File: src/rtl/ebpc_pkg.sv
// rtl/ebpc_pkg.sv - EBPC encoder shared sizing, symbol length codes and symbol type
package ebpc_pkg;

  localparam int DATA_W       = 8;
  localparam int MAX_SYMB_LEN = DATA_W + 3;
  localparam int ZRLE_W       = 4;
  localparam int ZRLE_MAX     = 2 ** ZRLE_W + 1;
  localparam int CNT_W        = ZRLE_W + 1;

  localparam logic [1:0] ZRLE_SINGLE = 2'b01;
  localparam logic [2:0] ZRLE_PREFIX = 3'b001;

  // Encodes the number of valid MSB-aligned bits in a symbol.
  typedef enum logic [3:0] {
    LEN_NONE        = 4'd0,
    ONE             = 4'd1,
    TWO             = 4'd2,
    THREE           = 4'd3,
    FOUR            = 4'd4,
    FIVE            = 4'd5,
    SIX             = 4'd6,
    THREE_PLUS_ZRLE = 4'd7,
    EIGHT           = 4'd8,
    NINE            = 4'd9,
    TEN             = 4'd10,
    ELEVEN          = 4'd11
  } symb_len_t;

  typedef struct packed {
    logic                    zero;
    logic [MAX_SYMB_LEN-1:0] symb;
    symb_len_t               len;
  } encoding_t;

endpackage

File: src/rtl/zrle_symb_gen.sv
// rtl/zrle_symb_gen.sv - combinational zero-run length to ZRLE symbol encoder
module zrle_symb_gen
  import ebpc_pkg::*;
(
  input  logic [CNT_W-1:0] i_run_len,
  output encoding_t        o_symb
);

  logic [ZRLE_W-1:0] w_code;

  assign w_code = ZRLE_W'(i_run_len - CNT_W'(2));

  always_comb begin
    o_symb = '0;
    if (i_run_len == CNT_W'(1)) begin
      o_symb.symb = {ZRLE_SINGLE, {(MAX_SYMB_LEN-2){1'b0}}};
      o_symb.len  = TWO;
    end else begin
      o_symb.symb = {ZRLE_PREFIX, w_code, {(MAX_SYMB_LEN-3-ZRLE_W){1'b0}}};
      o_symb.len  = THREE_PLUS_ZRLE;
    end
  end

endmodule

File: src/rtl/dbx_zrle.sv
// rtl/dbx_zrle.sv - zero-run-length stage between DBX compressor and bit packer
module dbx_zrle
  import ebpc_pkg::*;
(
  input  logic      clk_i,
  input  logic      rst_ni,
  input  encoding_t symb_i,
  input  logic      last_i,
  input  logic      vld_i,
  output logic      rdy_o,
  output encoding_t symb_o,
  output logic      last_o,
  output logic      vld_o,
  input  logic      rdy_i
);

  logic [CNT_W-1:0] r_cnt;
  encoding_t        r_symb;
  logic             r_last;
  logic             r_vld;

  logic             w_free;
  logic [CNT_W-1:0] w_k;
  logic             w_term;
  logic [CNT_W-1:0] w_run_len;
  encoding_t        w_run_symb;
  logic             w_rdy;
  logic             w_load;
  encoding_t        w_load_symb;
  logic             w_load_last;
  logic [CNT_W-1:0] w_cnt_nxt;

  assign w_free    = !r_vld | rdy_i;
  assign w_k       = r_cnt + CNT_W'(1);
  assign w_term    = (w_k == CNT_W'(ZRLE_MAX)) | last_i;
  // A terminating zero emits the extended run; a FLUSH emits the run held so far.
  assign w_run_len = symb_i.zero ? w_k : r_cnt;

  zrle_symb_gen u_symb_gen (
    .i_run_len (w_run_len),
    .o_symb    (w_run_symb)
  );

  always_comb begin
    w_rdy       = 1'b0;
    w_load      = 1'b0;
    w_load_symb = w_run_symb;
    w_load_last = 1'b0;
    w_cnt_nxt   = r_cnt;
    if (symb_i.zero) begin
      // Non-terminating zeros are absorbed even while the output slot is stalled.
      w_rdy = w_free | !w_term;
      if (vld_i && w_rdy) begin
        if (w_term) begin
          w_load      = 1'b1;
          w_load_last = last_i;
          w_cnt_nxt   = '0;
        end else begin
          w_cnt_nxt = w_k;
        end
      end
    end else if (r_cnt == '0) begin
      w_rdy = w_free;
      if (vld_i && w_free) begin
        w_load           = 1'b1;
        w_load_symb      = symb_i;
        w_load_symb.zero = 1'b0;
        w_load_last      = last_i;
      end
    end else if (vld_i && w_free) begin
      w_load    = 1'b1;
      w_cnt_nxt = '0;
    end
  end

  always_ff @(posedge clk_i or negedge rst_ni) begin
    if (!rst_ni) begin
      r_cnt  <= '0;
      r_symb <= '0;
      r_last <= 1'b0;
      r_vld  <= 1'b0;
    end else begin
      r_cnt <= w_cnt_nxt;
      if (w_load) begin
        r_vld  <= 1'b1;
        r_symb <= w_load_symb;
        r_last <= w_load_last;
      end else if (rdy_i) begin
        r_vld <= 1'b0;
      end
    end
  end

  assign rdy_o  = w_rdy;
  assign symb_o = r_symb;
  assign last_o = r_last;
  assign vld_o  = r_vld;

endmodule

File: config.mk
export PLATFORM = sky130hd
export DESIGN_NAME = dbx_zrle
export DESIGN_NICKNAME = d
export VERILOG_FILES = /design/src/rtl/ebpc_pkg.sv /design/src/rtl/zrle_symb_gen.sv /design/src/rtl/dbx_zrle.sv
export SDC_FILE = /design/constraint.sdc
export NUM_CORES = 1
export LEC_CHECK = 0
export CORE_MARGIN = 2
export CORE_UTILIZATION = 49
export CTS_CLUSTER_SIZE = 40
export DETAILED_ROUTE_END_ITERATION = 16
export GPL_ROUTABILITY_DRIVEN = 0
export PLACE_DENSITY_LB_ADDON = 0.3
export REMOVE_ABC_BUFFERS = 1
export SLEW_MARGIN = 15
export SYNTH_ARGS = -nofsm -noshare
export SYNTH_HDL_FRONTEND = slang
export SYNTH_SLANG_ARGS = --single-unit
File: constraint.sdc
create_clock -name clk_i -period 5.6 [get_ports clk_i]
set_input_delay 1.12 -clock clk_i [delete_from_list [all_inputs] [get_ports clk_i]]
set_output_delay 1.12 -clock clk_i [all_outputs]
set_load 0.02 [all_outputs]
==> flow_metrics.py <==
metrics = {
    "logic_synthesis": {
        "synth_top_flop_cell": "dfrtp_1",
        "async_reset_ff_share_pct": 100.0,
        "synth_fa_ha_area_share_pct": 3.883,
        "synth-seq-cells": 22,
        "synth_cell_types": 44,
        "yosysSeqAreaShare_pct": 42.72,
        "yosys.area_share.simple_pct": 18.06,
        "synth_mux_area_share_pct": 6.699,
        "synth_top_family_by_area": "compound AO/OA/AOI/OAI gates",
        "synthesis.instances": 131,
        "synth_xor_area_share_pct": 2.718,
        "synth_edf_count": 0,
        "yosys_warnings": 0,
        "synth_compound_area_share_pct": 19.51,
        "synth.cell_area_um2": 1289,
        "syn-mean-instance-area_um2": 9.838,
    },
    "setup_path": {
        "cp-end-kind": "output port",
        "path_delay_family": "buffers and inverters",
        "crit_slowest_cell": "clkdlybuf4s50_1",
        "crit_type": "in -> out",
        "cp-start-kind": "input port",
        "arrival_ns": 2.78,
        "cp_cell_sequence": "clkdlybuf4s50_1 -> o21ai_0 -> o21ai_0 -> clkdlybuf4s50_1",
        "required_ns": 4.48,
        "cp_slowest_stage_delay_ns": 0.75,
        "reg2reg_depth": 7,
        "crit_fanout": 13,
        "regToRegSetupSlack_ns": 2.83,
        "path_buf_inv": 2,
        "timing.rr.end": "symb_o[11]",
        "worstReg2RegStart": "r_cnt[0]",
    },
    "pwr": {
        "p_per_area_nw_per_um2": 526.4,
        "design_power_total_uw": 895.7,
        "cellLeakagePower_uw": 0.0007038,
        "peakVddDrop_mv": 0.3514,
    },
    "hold_path": {
        "worstHoldStart": "symb_o[5]",
        "hp-class": "reg -> reg",
        "min_path_cells": 1,
        "min_to": "symb_o[5]",
    },
    "clock_tree": {
        "cts_root_buf": "clkbuf_4",
        "ctsHtreeMaxLevel": 1,
        "ctsHoldBuffers": 0,
        "cts_tree": "yes",
        "cts_num_sinks": 22,
        "cts_max_path_buffers": 2,
        "numCtsBuffers": 3,
        "post_cts_buffers": 0,
        "clk_pin_slew_ns": 0.13,
        "cts.repair.resized": 0,
        "clk-insertion-delay-late_ns": 0.31,
    },
    "place": {
        "pre_cts_ws_ns": 1.726,
        "numPortBuffers": 38,
        "dp_hpwl_um": 2168,
        "placed_area_um2": 1654,
    },
    "timing": {
        "period_share_pct": 69.62,
        "maxSlewHeadroom_pct": 50.90,
        "finalSetupViolations": 0,
        "rsz0062_at_grt": "false",
        "min_period_ns": 3.899,
        "fmax_ghz": 0.2565,
        "hold_violations": 0,
        "tightest_slew_ns": 0.7310,
        "slew_violations": 0,
        "finClkSkew_ns": 0.007055,
        "fin_ws_ns": 1.701,
        "totalNegativeSetupSlack_ns": 0,
        "holdWs_ns": 0.5153,
    },
    "finish": {
        "fill_cells": 203,
        "drive_above_1_share_pct": 9.146,
        "syn_to_final_growth_pct": 32.04,
        "nNetsFinal": 190,
        "insertedDiodeCount": 0,
        "final_area_um2": 1702,
    },
    "drt": {
        "vias": 1152,
        "dr.pass1.iters": 4,
        "drtAntennaViolNets": 0,
        "wl_per_cell_um": 15.70,
        "vias_per_cell": 5.938,
        "wirelength_um": 3045,
        "detailedRoute.firstIterationViolations": 27,
        "drc": 0,
    },
    "floorplanning": {
        "num_io_pins": 40,
        "rows": 18,
        "fp.dieH_um": 55.29,
        "die-area_um2": 3056,
        "die_x_um": 55.29,
        "initial_core_util_pct": 52.02,
        "coreArea_um2": 2477,
    },
    "grt": {
        "grt_pass1_wl_um": 5306,
        "antenna_found_initial": 0,
        "grt_max_degree": 23,
        "grt_usage_pct": 21.13,
        "grt_remaining_overflow": 0,
        "grt_pass1_vias": 1131,
    },
    "status": {
        "run_status": "finished, final reports clean",
    },
    "job": {
        "cap_violations": 0,
    },
}
## routing by layer
layer	GRT usage, %	share of wire (%)
met1	27.60	42
met2	35.54	51
met3	3.747	5.2
met4	6.620	1.3
met5	0	0
## worst reg2reg max path: stages, from the launching register on
cell and delay (ns):
dfrtp_1 0.50, inv_1 0.14, ha_1 0.16, or4b_4 0.51, nor4_4 0.57, nor4_2 0.22
a2111oi_0 0.44, mux2_1 0.19
## state kept, by name (all words and copies together), names as in the netlist
name    count
vld_o       1
r_cnt       5
symb_o     15
last_o      1
## synthesized netlist by cell type (2+ instances only)
cell type   n  share of area (%)
nor3_1      4                1.6
buf_2       3                1.2
mux2_2      4                3.5
clkbuf_1    3               0.87
inv_1       7                2.0
a22o_1      8                5.4
ha_1        4                3.9
nand3_1     3                1.2
mux2i_1     3                2.3
o22ai_1     2               0.97
xnor2_1     3                2.0
dfrtp_1    22                 43
nor2_1     10                2.9
buf_4       2                1.2
nand2_1     9                2.6
a31oi_1     2               0.97
a21oi_1     5                1.9
nand2b_1    4                1.9
o21ai_0     8                3.1
## cells in the final DEF, fill, tap and decap left out, types with 2 or more instances in the layout
cell and n:
a21oi_1 5, a22o_1 8, a31oi_1 2, clkbuf_4 3, clkdlybuf4s50_1 37, dfrtp_1 22, ha_1 4, inv_1 7
mux2_2 4, mux2i_1 3, nand2_1 9, nand2b_1 4, nand3_1 3, nor2_1 10, nor3_1 4, o21ai_0 8
o22ai_1 2, xnor2_1 3
## stage by stage
step / utilization, % / std cells
after floorplan: - / 122
after global placement: 66.77 / 190
after detailed placement: 66.77 / 190
after CTS: 68.89 / 194
after global routing: 68.69 / 194
final: 68.69 / 194
## cells by family after synthesis
| group | Yosys count |
|---|---|
| buffers and inverters | 16 |
| adders and majority gates | 4 |
| and+or+nand+nor | 41 |
| AOI/OAI and AO/OA | 35 |
| muxes | 8 |
| DFF | 22 |
| xor gates and xnor gates | 4 |
| other | 1 |
## worst max path at each step
stage / slack, ns / to / cells past startpoint / from
final: 1.70 / rdy_o / 4 / symb_i[15]
after detailed placement: 1.73 / rdy_o / 4 / symb_i[15]
after floorplan: 2.72 / rdy_o / 2 / rdy_i
after global placement: 1.78 / rdy_o / 4 / symb_i[15]
after CTS: 1.72 / rdy_o / 4 / symb_i[15]
after global routing: 1.58 / rdy_o / 7 / r_cnt[0]
## report_power, final
group          internal, uW  total, uW  switching (uW)
logic                   239        495             255
clock network          72.4        123            50.3
registers               222        278            56.1
total                   534        896             362
## final cells by class
class | count | area (um^2) | share of cell area (%)
multi-input combinational | 93 | 659.4 | 38.75
sequential | 22 | 550.5 | 32.35
timing repair buffer | 38 | 375.4 | 22.06
tap | 30 | 37.54 | 2.206
clock inverter | 1 | 30.03 | 1.765
inverter | 7 | 26.28 | 1.544
clock buffer | 3 | 22.52 | 1.324
No activity file was read; power rests on OpenSTA's default activity.
